## src/rtl/twiddle_menu_ctrl.sv

```systemverilog
// Front-panel menu FSM: a button press toggles SELECT/EDIT, and encoder steps move sel or adjust values[sel].
// Outputs update 1 cycle after the sampling edge; there is no backpressure. Optional: TWIDDLE_MENU_TIMEOUT_EN.
module twiddle_menu_ctrl #(
  parameter int NCH          = 3,
  parameter int VW           = 8,
  parameter int STEP         = 1,
  parameter int BLINK_BIT    = 21,
  parameter int TIMEOUT_BITS = 24
) (
  input  logic              clk,
  input  logic              rst_n,
  input  logic              btn_n,
  input  logic              step_up,
  input  logic              step_down,
  output logic [1:0]        sel,
  output logic              edit_mode,
  output logic [NCH*VW-1:0] values,
  output logic              changed,
  output logic              edit_blink
);

  localparam logic [0:0]  S_SELECT = 1'b0;
  localparam logic [0:0]  S_EDIT   = 1'b1;
  localparam logic [1:0]  SEL_LAST = 2'(NCH - 1);
  localparam logic [VW:0] VMAX     = {1'b0, {VW{1'b1}}};
  localparam logic [VW:0] STEP_W   = (VW + 1)'(STEP);

  logic [0:0]       state, state_nxt;
  logic             btn_q;
  logic             press, up, dn, expire, edit_step;
  logic [VW-1:0]    val_r [NCH];
  logic [VW-1:0]    cur_val, new_val;
  logic [VW:0]      inc_w, dec_w;
  logic [BLINK_BIT:0] blink_cnt;

  // Press wins over steps; opposing steps in the same cycle cancel.
  assign press     = btn_q & ~btn_n;
  assign up        = ~press & step_up & ~step_down;
  assign dn        = ~press & step_down & ~step_up;
  assign edit_step = (state == S_EDIT) & (up | dn);

  always_comb begin
    cur_val = '0;
    for (int i = 0; i < NCH; i++)
      if (sel == 2'(i)) cur_val = val_r[i];
  end

  assign inc_w = {1'b0, cur_val} + STEP_W;
  assign dec_w = {1'b0, cur_val} - STEP_W;

  always_comb begin
    new_val = cur_val;
    if (up)
      new_val = (inc_w > VMAX) ? VMAX[VW-1:0] : inc_w[VW-1:0];
    else if (dn)
      new_val = dec_w[VW] ? '0 : dec_w[VW-1:0];
  end

`ifdef TWIDDLE_MENU_TIMEOUT_EN
  logic [TIMEOUT_BITS-1:0] idle_cnt;
  logic                    activity;

  assign activity = press | step_up | step_down;
  assign expire   = (state == S_EDIT) & (&idle_cnt) & ~activity;

  always_ff @(posedge clk or negedge rst_n) begin
    if (!rst_n)
      idle_cnt <= '0;
    else if (activity || expire)
      idle_cnt <= '0;
    else
      idle_cnt <= idle_cnt + 1'b1;
  end
`else
  assign expire = 1'b0;
`endif

  always_comb begin
    state_nxt = state;
    if (press)
      state_nxt = ~state;
    else if (expire)
      state_nxt = S_SELECT;
  end

  always_ff @(posedge clk or negedge rst_n) begin
    if (!rst_n) begin
      state     <= S_SELECT;
      sel       <= '0;
      btn_q     <= 1'b1;
      changed   <= 1'b0;
      blink_cnt <= '0;
      for (int i = 0; i < NCH; i++) val_r[i] <= '0;
    end else begin
      btn_q     <= btn_n;
      state     <= state_nxt;
      blink_cnt <= blink_cnt + 1'b1;
      changed   <= edit_step && (new_val != cur_val);
      if (state == S_SELECT && up)
        sel <= (sel == SEL_LAST) ? 2'd0 : sel + 2'd1;
      else if (state == S_SELECT && dn)
        sel <= (sel == 2'd0) ? SEL_LAST : sel - 2'd1;
      for (int i = 0; i < NCH; i++)
        if (edit_step && sel == 2'(i)) val_r[i] <= new_val;
    end
  end

  for (genvar g = 0; g < NCH; g++) begin : g_pack
    assign values[g*VW +: VW] = val_r[g];
  end

  assign edit_mode  = state[0];
  assign edit_blink = state[0] & blink_cnt[BLINK_BIT];

endmodule
```

## config.mk

```make
export PLATFORM = sky130hd
export DESIGN_NAME = twiddle_menu_ctrl
export DESIGN_NICKNAME = d
export VERILOG_FILES = /design/src/rtl/twiddle_menu_ctrl.sv
export SDC_FILE = /design/constraint.sdc
export NUM_CORES = 1
export LEC_CHECK = 0
export BUFFER_PORTS_ARGS = -buffer_cell sky130_fd_sc_hd__buf_4
export CORE_ASPECT_RATIO = 2
export CORE_UTILIZATION = 55
export CTS_BUF_LIST = sky130_fd_sc_hd__clkbuf_8 sky130_fd_sc_hd__clkbuf_16
export CTS_CLUSTER_SIZE = 12
export DETAILED_ROUTE_END_ITERATION = 10
export GPL_ROUTABILITY_DRIVEN = 0
export PLACE_DENSITY = 0.76
export SYNTH_ARGS = -nofsm -noshare
export SYNTH_HDL_FRONTEND = slang
export SYNTH_SLANG_ARGS = --single-unit
```

## constraint.sdc

```tcl
create_clock -name clk -period 7.9 [get_ports clk]
set_input_delay 0.79 -clock clk [delete_from_list [all_inputs] [get_ports clk]]
set_output_delay 0.79 -clock clk [all_outputs]
set_load 0.02 [all_outputs]
```

==> qor.txt, run 1 <==
TritonCTS clock tree: built
CTS Hold Bufs: 0
largest family of logic cells by synthesized area: simple AND/OR/NAND/NOR gates
CP max stage delay: 0.61 ns
Detail Placement HPWL: 4595 um
commonest non-fill, non-tap cell in the layout: dfrtp_1
commonest cells after routing, fill and taps aside: 50 x dfrtp_1, 41 x nand2_1, 33 x buf_4
P_leak: 1.382 nW
fin. max-slew vios: 0
Cell Area, Synth: 2704 um^2
Antenna Cells: 0
Antenna Violating Nets Remaining: 0
final wirelength: 6070 um
fin crit share: 43.23%
peak supply drop: 0.2126 mV
switching share of power: 46.19%
Tightest Pin Transition: 0.7048 ns
Synth Area in Adders: 3.702%
DR vias: 2247
Cells on Worst Hold Path: 1
Die W: 51.58 um
worst path cell trace: inv_1, ha_1, nand3b_1, a31oi_1, inv_1, ha_1, nand4b_1, nor4_1, nor2_1, mux2i_1, a22o_1, o21ai_1
worst clock skew: 0.009398 ns
DR DRC count: 0
Vert. Die Dim: 101.2 um
Post-Syn Instances: 286
status: completed
XOR/XNOR share of the synthesized area: 7.450%
Worst-path clk slew: 0.09 ns
vias in the first global route: 2148
Avg Inst Size Synth: 9.454 um^2
first drt pass iteration count: 5
final hold vios: 0
P_int: 0.6299 mW
Sw Pwr: 0.5408 mW
clk sink count: 51
fin util: 66.01%
die area: 5218 um^2
Post-DP Area: 2977 um^2
vias per inst: 6.057
CP required: 8.08 ns
Worst setup SP type: flip-flop
register area: 1277 um^2
Clk pwr share: 12.8%
Flop pwr share: 33.2%
placement row count: 35
share of cells above drive strength 1: 14.56%
Layout area overhead: 13.33%
CTS Buffer Depth: 2
crit path max-delay cell type: nor4_1
peak fanout along the critical path: 18
register area share after synthesis: 47.25%
total grt overflow: 0
crit end category: flip-flop
Worst EP arrival: 3.59 ns
Compound-Gate Fraction of Synth Area: 17.12%
initial antenna violation count: 0
Worst Hold Class: flip-flop to flip-flop
clk_lat worst skew: 0.30 ns
fin crit period: 3.415 ns
Tot GR Track Use: 25.49%
Gate power share: 54.0%
Initial DRC Count: 64
slew margin rel.: 52.58%
PD cells: 382.1 nW/um^2
CP Class: flip-flop to flip-flop
initial core utilization: 58.25%
Multi-input gate area: 1341 um^2
#FFs+latches synth: 51
PortBufs: 33
design area: 3064 um^2
first-pass GRT wire length: 9853 um
number of max-cap violations: 0
Resized cells post-CTS: 0
final number of setup-violating endpoints: 0
Ys Warns: 0
Max Clk Rate: 0.2928 GHz
hold slack: 0.4769 ns
Synth Area in Simple Gates: 20.59%
Num CTS Buffers: 5
core area: 4642 um^2
# fillers: 404
post-synthesis mux area share: 0.7404%
Reg2Reg Depth: 12
Yosys cell types: 47
mean routed wirelength per cell: 16.36 um
CTS H-Tree Depth: 2
RSZ-0062 raised after global routing: no
CTS root buffer: clkbuf_8
largest net degree at the start of global routing: 52
setup TNS: 0 ns
I/O pins: 34
postcts setup bufs: 0
fin nets: 329
total power draw: 1.171 mW
Synthesized Nets: 299
-- worst max-delay path: cells and delay by family, from the launching register on --
family                   cells  cell delay (ns)
AO/OA/AOI/OAI                3             0.56
multiplexers                 1             0.18
adder cells (fa/ha/maj)      2             0.69
flip-flops                   1             0.42
buffers and inverters        2             0.29
AND/OR/NAND/NOR              4             1.13
-- per-stage QoR --
| stage | instances | setup slack [ns] |
|---|---|---|
| global placement | 364 | 4.693 |
| floorplan | 286 | 5.056 |
| CTS | 371 | 4.585 |
| detailed placement | 364 | 4.620 |
| finish | 371 | 4.485 |
| global route | 371 | 4.222 |
-- registers in the layout, summed over array words and instances (netlist names) --
name / count
btn_q: 1
changed: 1
values: 24
edit_mode: 1
sel: 2
blink_cnt: 22
-- metal layers --
metal | track usage (%) | up-vias | share of wire [%]
li1 | - | 1077 | -
met1 | 28.37 | 1091 | 39
met2 | 45.25 | 58 | 54
met3 | 3.904 | 21 | 3.1
met4 | 13.31 | 0 | 3.5
met5 | 0 | - | 0
-- cells in the mapped netlist, drive strengths merged --
library cell | n | area share, %
a21boi | 2 | 0.56
a21oi | 13 | 2.4
o22a | 2 | 0.65
nand4b | 1 | 0.32
a221oi | 1 | 0.32
or4 | 1 | 0.28
o211ai | 3 | 0.83
dfrtp | 50 | 46
o2bb2ai | 1 | 0.32
dfstp | 1 | 0.97
o21bai | 2 | 0.56
and3 | 3 | 0.69
a22o | 5 | 1.6
mux2i | 2 | 0.74
or3 | 2 | 0.46
and4 | 3 | 0.97
nand2b | 1 | 0.23
and2 | 1 | 0.23
nand4 | 4 | 0.93
a2bb2oi | 3 | 1.4
a31o | 1 | 0.32
ha | 8 | 3.7
nor2 | 11 | 1.5
nand3b | 10 | 2.8
a31oi | 4 | 0.93
buf | 6 | 1.0
inv | 11 | 1.5
clkbuf | 4 | 0.60
xor2 | 3 | 0.97
xnor2 | 20 | 6.5
o311ai | 1 | 0.32
nor2b | 2 | 0.46
nor4 | 3 | 0.93
and3b | 2 | 0.65
nor3 | 6 | 1.1
nand2 | 41 | 5.7
a32o | 1 | 0.37
o21a | 1 | 0.28
a22oi | 3 | 0.83
o21ai | 29 | 5.4
nand3 | 18 | 3.3
-- kinds of logic (layout without fill, tap and decap cells) --
family          Yosys count  in the layout
compound gates           72             72
simple gates            109            109
flops                    51             51
fa+ha+maj                 8              8
buf+inv                  21             51
mux                       2              2
xor+xnor                 23             23
-- final cells by class --
class	instances	share of cell area (%)
clock buffer	6	2.695
sequential	51	41.69
multi-input combinational	214	43.77
inverter	11	1.347
tap	55	2.246
clock inverter	1	0.1633
timing repair buffer	33	8.085
-- final timing paths --
path                                          from                 endpoint  slack (ns)
min in group asynchronous                    rst_n   values[23]$_DFFE_PN0P_        0.49
min reg2reg                blink_cnt[20]$_DFF_PN0_  blink_cnt[20]$_DFF_PN0_        0.48
max                             sel[1]$_DFFE_PN0P_   values[23]$_DFFE_PN0P_        4.49
max in group asynchronous                    rst_n  blink_cnt[14]$_DFF_PN0_        6.97
max reg2reg                     sel[1]$_DFFE_PN0P_   values[23]$_DFFE_PN0P_        4.49
min                        blink_cnt[20]$_DFF_PN0_  blink_cnt[20]$_DFF_PN0_        0.48
-- power groups by stage --
stage	Clock, mW	Combinational (mW)	Sequential [mW]
final	0.150	0.632	0.389
after global routing	0.163	0.691	0.398
after CTS	0.156	0.627	0.389
after detailed placement	0	0.625	0.394
after global placement	0	0.616	0.392
after floorplan	0	0.357	0.456
(Power assumes the default switching activity.)
==> run 2, diff against run 1 <==
CORE_UTILIZATION = 52   (was 55)
clock period = 3 ns   (was 7.9 ns; I/O delays follow)
==> run 2 against run 1 <==
Against the previous run: the flow now finishes with violations (negative hold slack); first-iteration DRC count decreased by 19%; combinational power increased to 2.8 times the previous value; clock power increased to 3.7 times the previous value; die area increased by 5.6%; largest power group unchanged; critical path depth decreased by 1; global-route usage decreased by 0.28 points; clock skew increased by 0.0021 ns; design area increased by 4.2%; sequential share of layout area decreased by 1.7 points.
==> qor.txt, run 2 (same netlist as run 1, synthesis figures left out) <==
Worst Hold Class: input pin to async pin (was flip-flop to flip-flop)
fin crit share: 92.82% (was 43.23%)
worst clock skew: 0.01151 ns (was 0.009398 ns)
CP max stage delay: 0.40 ns (was 0.61 ns)
Num CTS Buffers: 5 (unchanged)
DR vias: 2259 (was 2247)
placement row count: 36 (was 35)
Antenna Violating Nets Remaining: 0 (unchanged)
DR DRC count: 0 (unchanged)
Layout area overhead: 18.09% (was 13.33%)
clk_lat worst skew: 0.30 ns (about the same)
CP required: 3.17 ns (was 8.08 ns)
vias per inst: 5.883 (was 6.057)
RSZ-0062 raised after global routing: no (unchanged)
Antenna Cells: 0 (unchanged)
Vert. Die Dim: 104.0 um (was 101.2 um)
vias in the first global route: 2263 (was 2148)
commonest non-fill, non-tap cell in the layout: dfrtp_1 (unchanged)
fin nets: 339 (was 329)
share of cells above drive strength 1: 17.43% (was 14.56%)
TritonCTS clock tree: built (unchanged)
final wirelength: 6257 um (was 6070 um)
failing checks: negative hold slack
total power draw: 3.331 mW (was 1.171 mW)
peak fanout along the critical path: 5 (was 18)
# fillers: 402 (was 404)
Initial DRC Count: 52 (was 64)
status: finished, violations left (was completed)
initial core utilization: 54.57% (was 58.25%)
I/O pins: 34 (unchanged)
max reg flops: 24 (unchanged)
CTS H-Tree Depth: 2 (unchanged)
crit path max-delay cell type: dfrtp_1 (was nor4_1)
peak supply drop: 0.6976 mV (was 0.2126 mV)
Worst setup SP type: flip-flop (unchanged)
Die W: 52.99 um (was 51.58 um)
P_leak: 1.455 nW (was 1.382 nW)
commonest cells after routing, fill and taps aside: 50 x dfrtp_1, 43 x buf_4, 41 x nand2_1 (was 50 x dfrtp_1, 41 x nand2_1, 33 x buf_4)
hold slack: -0.003469 ns (was 0.4769 ns)
number of max-cap violations: 0 (unchanged)
CTS Buffer Depth: 2 (unchanged)
fin util: 64.44% (was 66.01%)
postcts setup bufs: 0 (unchanged)
initial antenna violation count: 0 (unchanged)
CP Class: flip-flop to flip-flop (unchanged)
mean routed wirelength per cell: 16.29 um (was 16.36 um)
die area: 5510 um^2 (was 5218 um^2)
final hold vios: 2 (was 0)
worst path cell trace: inv_1, ha_1, nand3b_1, a31oi_1, inv_1, ha_1, nand4b_1, nor4_1, a32o_1, o211ai_1, o21ai_0 (was inv_1, ha_1, nand3b_1, a31oi_1, inv_1, ha_1, nand4b_1, nor4_1, nor2_1, mux2i_1, a22o_1, o21ai_1)
CTS root buffer: clkbuf_8 (unchanged)
PortBufs: 33 (unchanged)
Detail Placement HPWL: 4663 um (was 4595 um)
slew margin rel.: 57.12% (was 52.58%)
total grt overflow: 0 (unchanged)
largest net degree at the start of global routing: 52 (unchanged)
first drt pass iteration count: 4 (was 5)
PD cells: 1043 nW/um^2 (was 382.1 nW/um^2)
fin. max-slew vios: 0 (unchanged)
clk sink count: 51 (unchanged)
final number of setup-violating endpoints: 0 (unchanged)
setup TNS: 0 ns (unchanged)
core area: 4955 um^2 (was 4642 um^2)
first-pass GRT wire length: 10410 um (was 9853 um)
Tot GR Track Use: 25.20% (was 25.49%)
crit end category: flip-flop (unchanged)
Tightest Pin Transition: 0.6375 ns (was 0.7048 ns)
Worst EP arrival: 2.95 ns (was 3.59 ns)
fin crit period: 2.785 ns (was 3.415 ns)
Max Clk Rate: 0.3591 GHz (was 0.2928 GHz)
Worst-path clk slew: 0.09 ns (about the same)
## run 2: layer usage
| layer | part of all wire (%) | vias up | GRT usage, % |
|---|---|---|---|
| met2 | 55 | 42 | 43.67 |
| met5 | 0 | - | 0 |
| li1 | - | 1097 | - |
| met3 | 2.8 | 22 | 3.363 |
| met4 | 3.4 | 0 | 11.28 |
| met1 | 39 | 1098 | 29.30 |
## run 2: repair_timing
item / 4_1_cts / 5_1_grt
setup endpoints to repair: 0 / 12
resized for setup: 0 / 1
hold buffers: 0 / 0
endpoints found under the hold margin: 0 / 0
## run 2: cell type report
| cell class | instances | area, um^2 | share of cell area, % |
|---|---|---|---|
| Sequential cell | 51 | 1277 | 40.01 |
| Timing Repair Buffer | 43 | 322.8 | 10.11 |
| Clock inverter | 3 | 63.81 | 1.998 |
| Multi-Input combinational cell | 214 | 1348 | 42.20 |
| Inverter | 11 | 41.29 | 1.293 |
| Tap cell | 57 | 71.32 | 2.234 |
| Clock buffer | 5 | 68.82 | 2.155 |
## run 2: worst max-delay path, delay by kind of cell (launching register included)
kind	cells	cell delay [ns]
AO/OA/AOI/OAI	4	1.05
adder cells (fa/ha/maj)	2	0.51
AND/OR/NAND/NOR	3	0.44
flip-flops	1	0.40
buffers and inverters	2	0.24
## run 2: path summary, 6_finish.rpt
kind | start | end | slack, ns | cells past startpoint
min reg2reg | blink_cnt[14]$_DFF_PN0_ | blink_cnt[14]$_DFF_PN0_ | 0.47 | 1
max | sel[1]$_DFFE_PN0P_ | values[20]$_DFFE_PN0P_ | 0.22 | 11
max in group asynchronous | rst_n | values[11]$_DFFE_PN0P_ | 2.55 | 1
min in group clk | btn_n | btn_q$_DFF_PN1_ | 0.10 | 1
min | rst_n | values[22]$_DFFE_PN0P_ | -0.003 | 1
max reg2reg | sel[1]$_DFFE_PN0P_ | values[20]$_DFFE_PN0P_ | 0.22 | 11
## run 2: power by group
part / switching [mW] / total [mW] / internal [mW]
sequential: 0.164 / 1.02 / 0.857
clock: 0.221 / 0.551 / 0.330
combinational: 1.07 / 1.76 / 0.686
## run 2: metrics by stage
stage	setup slack [ns]	area [um^2]	std cells	hold WS (ns)
floorplan	0.1562	2704	286	0.004409
global placement	0.2799	3054	376	0.3492
detailed placement	0.2357	3054	376	0.3512
CTS	0.1483	3187	384	0.01890
global route	0.002236	3193	384	0.05362
finish	0.2154	3193	384	-0.003469
==> run 3, diff against run 2 <==
CORE_UTILIZATION = 54   (was 52)
CTS_BUF_LIST = sky130_fd_sc_hd__clkbuf_4 sky130_fd_sc_hd__clkbuf_8   (was sky130_fd_sc_hd__clkbuf_8 sky130_fd_sc_hd__clkbuf_16)
PLACE_DENSITY = 0.78   (was 0.76)
==> run 3 against run 2 <==
Against the previous run: the flow still finishes with violations (negative hold slack); sequential cell count unchanged; first-iteration DRC count up 13%; via count up 2.1%; critical path type unchanged; largest cell class unchanged; largest power group unchanged; highest routed layer unchanged.
==> qor.txt, run 3 (same netlist as run 1, synthesis figures left out) <==
status: finished, violations left (unchanged)
failing checks: negative hold slack (unchanged)
PortBufs: 33 (unchanged)
total grt overflow: 0 (unchanged)
Die W: 52.04 um (was 52.99 um)
crit end category: flip-flop (unchanged)
CTS root buffer: clkbuf_8 (unchanged)
peak supply drop: 0.6048 mV (was 0.6976 mV)
largest net degree at the start of global routing: 52 (unchanged)
commonest non-fill, non-tap cell in the layout: dfrtp_1 (unchanged)
mean routed wirelength per cell: 16.32 um (was 16.29 um)
Worst-path clk slew: 0.10 ns (was 0.09 ns)
final number of setup-violating endpoints: 0 (unchanged)
CTS Hold Bufs: 0 (unchanged)
hold slack: -0.006890 ns (was -0.003469 ns)
final wirelength: 6298 um (was 6257 um)
CTS Buffer Depth: 2 (unchanged)
CP Class: flip-flop to flip-flop (unchanged)
fin. max-slew vios: 0 (unchanged)
clk sink count: 51 (unchanged)
Initial DRC Count: 59 (was 52)
slew margin rel.: 58.87% (was 57.12%)
Post-DP Area: 3069 um^2 (was 3054 um^2)
Resized cells post-CTS: 0 (unchanged)
setup TNS: 0 ns (unchanged)
Tightest Pin Transition: 0.6169 ns (was 0.6375 ns)
Detail Placement HPWL: 4800 um (was 4663 um)
Placed Cells incl. Taps: 378 (was 376)
Worst setup SP type: flip-flop (unchanged)
CP required: 3.18 ns (was 3.17 ns)
final hold vios: 6 (was 2)
clk_lat worst skew: 0.31 ns (was 0.30 ns)
Worst EP arrival: 2.95 ns (about the same)
design area: 3191 um^2 (was 3193 um^2)
fin crit period: 2.777 ns (was 2.785 ns)
first-pass GRT wire length: 10180 um (was 10410 um)
first drt pass iteration count: 4 (unchanged)
peak fanout along the critical path: 11 (was 5)
number of max-cap violations: 0 (unchanged)
placement row count: 36 (unchanged)
initial antenna violation count: 0 (unchanged)
DR DRC count: 0 (unchanged)
postcts setup bufs: 0 (unchanged)
DR vias: 2306 (was 2259)
fin crit share: 92.56% (was 92.82%)
commonest cells after routing, fill and taps aside: 50 x dfrtp_1, 45 x buf_4, 41 x nand2_1 (was 50 x dfrtp_1, 43 x buf_4, 41 x nand2_1)
max reg flops: 24 (unchanged)
PD cells: 1008 nW/um^2 (was 1043 nW/um^2)
fin nets: 341 (was 339)
Worst Hold Class: input pin to async pin (unchanged)
Antenna Cells: 0 (unchanged)
share of cells above drive strength 1: 19.45% (was 17.43%)
core area: 4820 um^2 (was 4955 um^2)
worst clock skew: 0.01102 ns (was 0.01151 ns)
Layout area overhead: 18.00% (was 18.09%)
Num CTS Buffers: 5 (unchanged)
Vert. Die Dim: 102.1 um (was 104.0 um)
Non-Filler Instances: 386 (was 384)
initial core utilization: 56.10% (was 54.57%)
Tot GR Track Use: 25.98% (was 25.20%)
CTS H-Tree Depth: 2 (unchanged)
# fillers: 417 (was 402)
Max Clk Rate: 0.3601 GHz (was 0.3591 GHz)
TritonCTS clock tree: built (unchanged)
Antenna Violating Nets Remaining: 0 (unchanged)
vias per inst: 5.974 (was 5.883)
RSZ-0062 raised after global routing: no (unchanged)
vias in the first global route: 2203 (was 2263)
P_leak: 1.433 nW (was 1.455 nW)
I/O pins: 34 (unchanged)
die area: 5311 um^2 (was 5510 um^2)
==> run 3: changes by cell type in the layout (fill, tap and decap cells not counted), sizes merged <==
cell	delta
buf	+2
inv	-1
clkinv	+1
clkinvlp	+2
bufinv	-2
==> run 3: worst max-delay path: stages (launching register included) <==
cell	delay, ns
dfrtp_1	0.42
inv_1	0.11
ha_2	0.26
buf_4	0.18
nand3b_1	0.14
a2bb2oi_2	0.11
or3_1	0.42
buf_4	0.19
nor4_2	0.29
mux2i_1	0.21
a22o_1	0.23
o21ai_1	0.08
==> run 3: layer usage <==
| layer | track usage, % | vias to the layer above | routed length [um] |
|---|---|---|---|
| met5 | 0 | - | 0 |
| met4 | 13.93 | 0 | 287 |
| met3 | 4.464 | 22 | 237 |
| met2 | 44.67 | 58 | 3337 |
| met1 | 29.69 | 1124 | 2436 |
| li1 | - | 1102 | - |
==> run 3: final cells by class <==
cell class | instances | area [um^2] | share of cell area (%)
Clock inverter | 3 | 20.02 | 0.6275
Clock buffer | 5 | 68.82 | 2.157
Tap cell | 57 | 71.32 | 2.235
Inverter | 11 | 41.29 | 1.294
Timing Repair Buffer | 45 | 337.8 | 10.59
Multi-Input combinational cell | 214 | 1374 | 43.06
Sequential cell | 51 | 1277 | 40.04
==> run 3: path summary, 6_finish.rpt <==
kind                                         startpoint                       to  slack, ns  cells after the start
worst max-delay path                 sel[1]$_DFFE_PN0P_    values[7]$_DFFE_PN0P_       0.22                     11
worst min register to register  blink_cnt[14]$_DFF_PN0_  blink_cnt[14]$_DFF_PN0_       0.47                      1
max in group asynchronous                         rst_n   blink_cnt[6]$_DFF_PN0_       2.58                      1
worst min-delay path                              rst_n        changed$_DFF_PN0_     -0.007                      1
worst max register to register       sel[1]$_DFFE_PN0P_    values[7]$_DFFE_PN0P_       0.22                     11
min in group clk                                  btn_n          btn_q$_DFF_PN1_       0.10                      1
==> run 3: power breakdown <==
group          total [mW]  leakage (nW)  internal [mW]  switching, mW
Sequential           1.02         0.663          0.857          0.165
Clock               0.393        0.0402          0.163          0.230
Combinational        1.80         0.730          0.714           1.09
==> run 3: per-stage QoR <==
stage / hold WS (ns) / util [%] / setup slack [ns] / total power [mW]
after floorplan: 0.004409 / - / 0.1562 / 2.141
after global routing: 0.03988 / 66.20 / 0.05456 / 3.438
after global placement: 0.3516 / 63.68 / 0.2217 / 2.761
final: -0.006890 / 66.20 / 0.2233 / 3.217
after detailed placement: 0.3522 / 63.68 / 0.08315 / 2.779
after CTS: 0.02015 / 65.52 / 0.05516 / 3.170
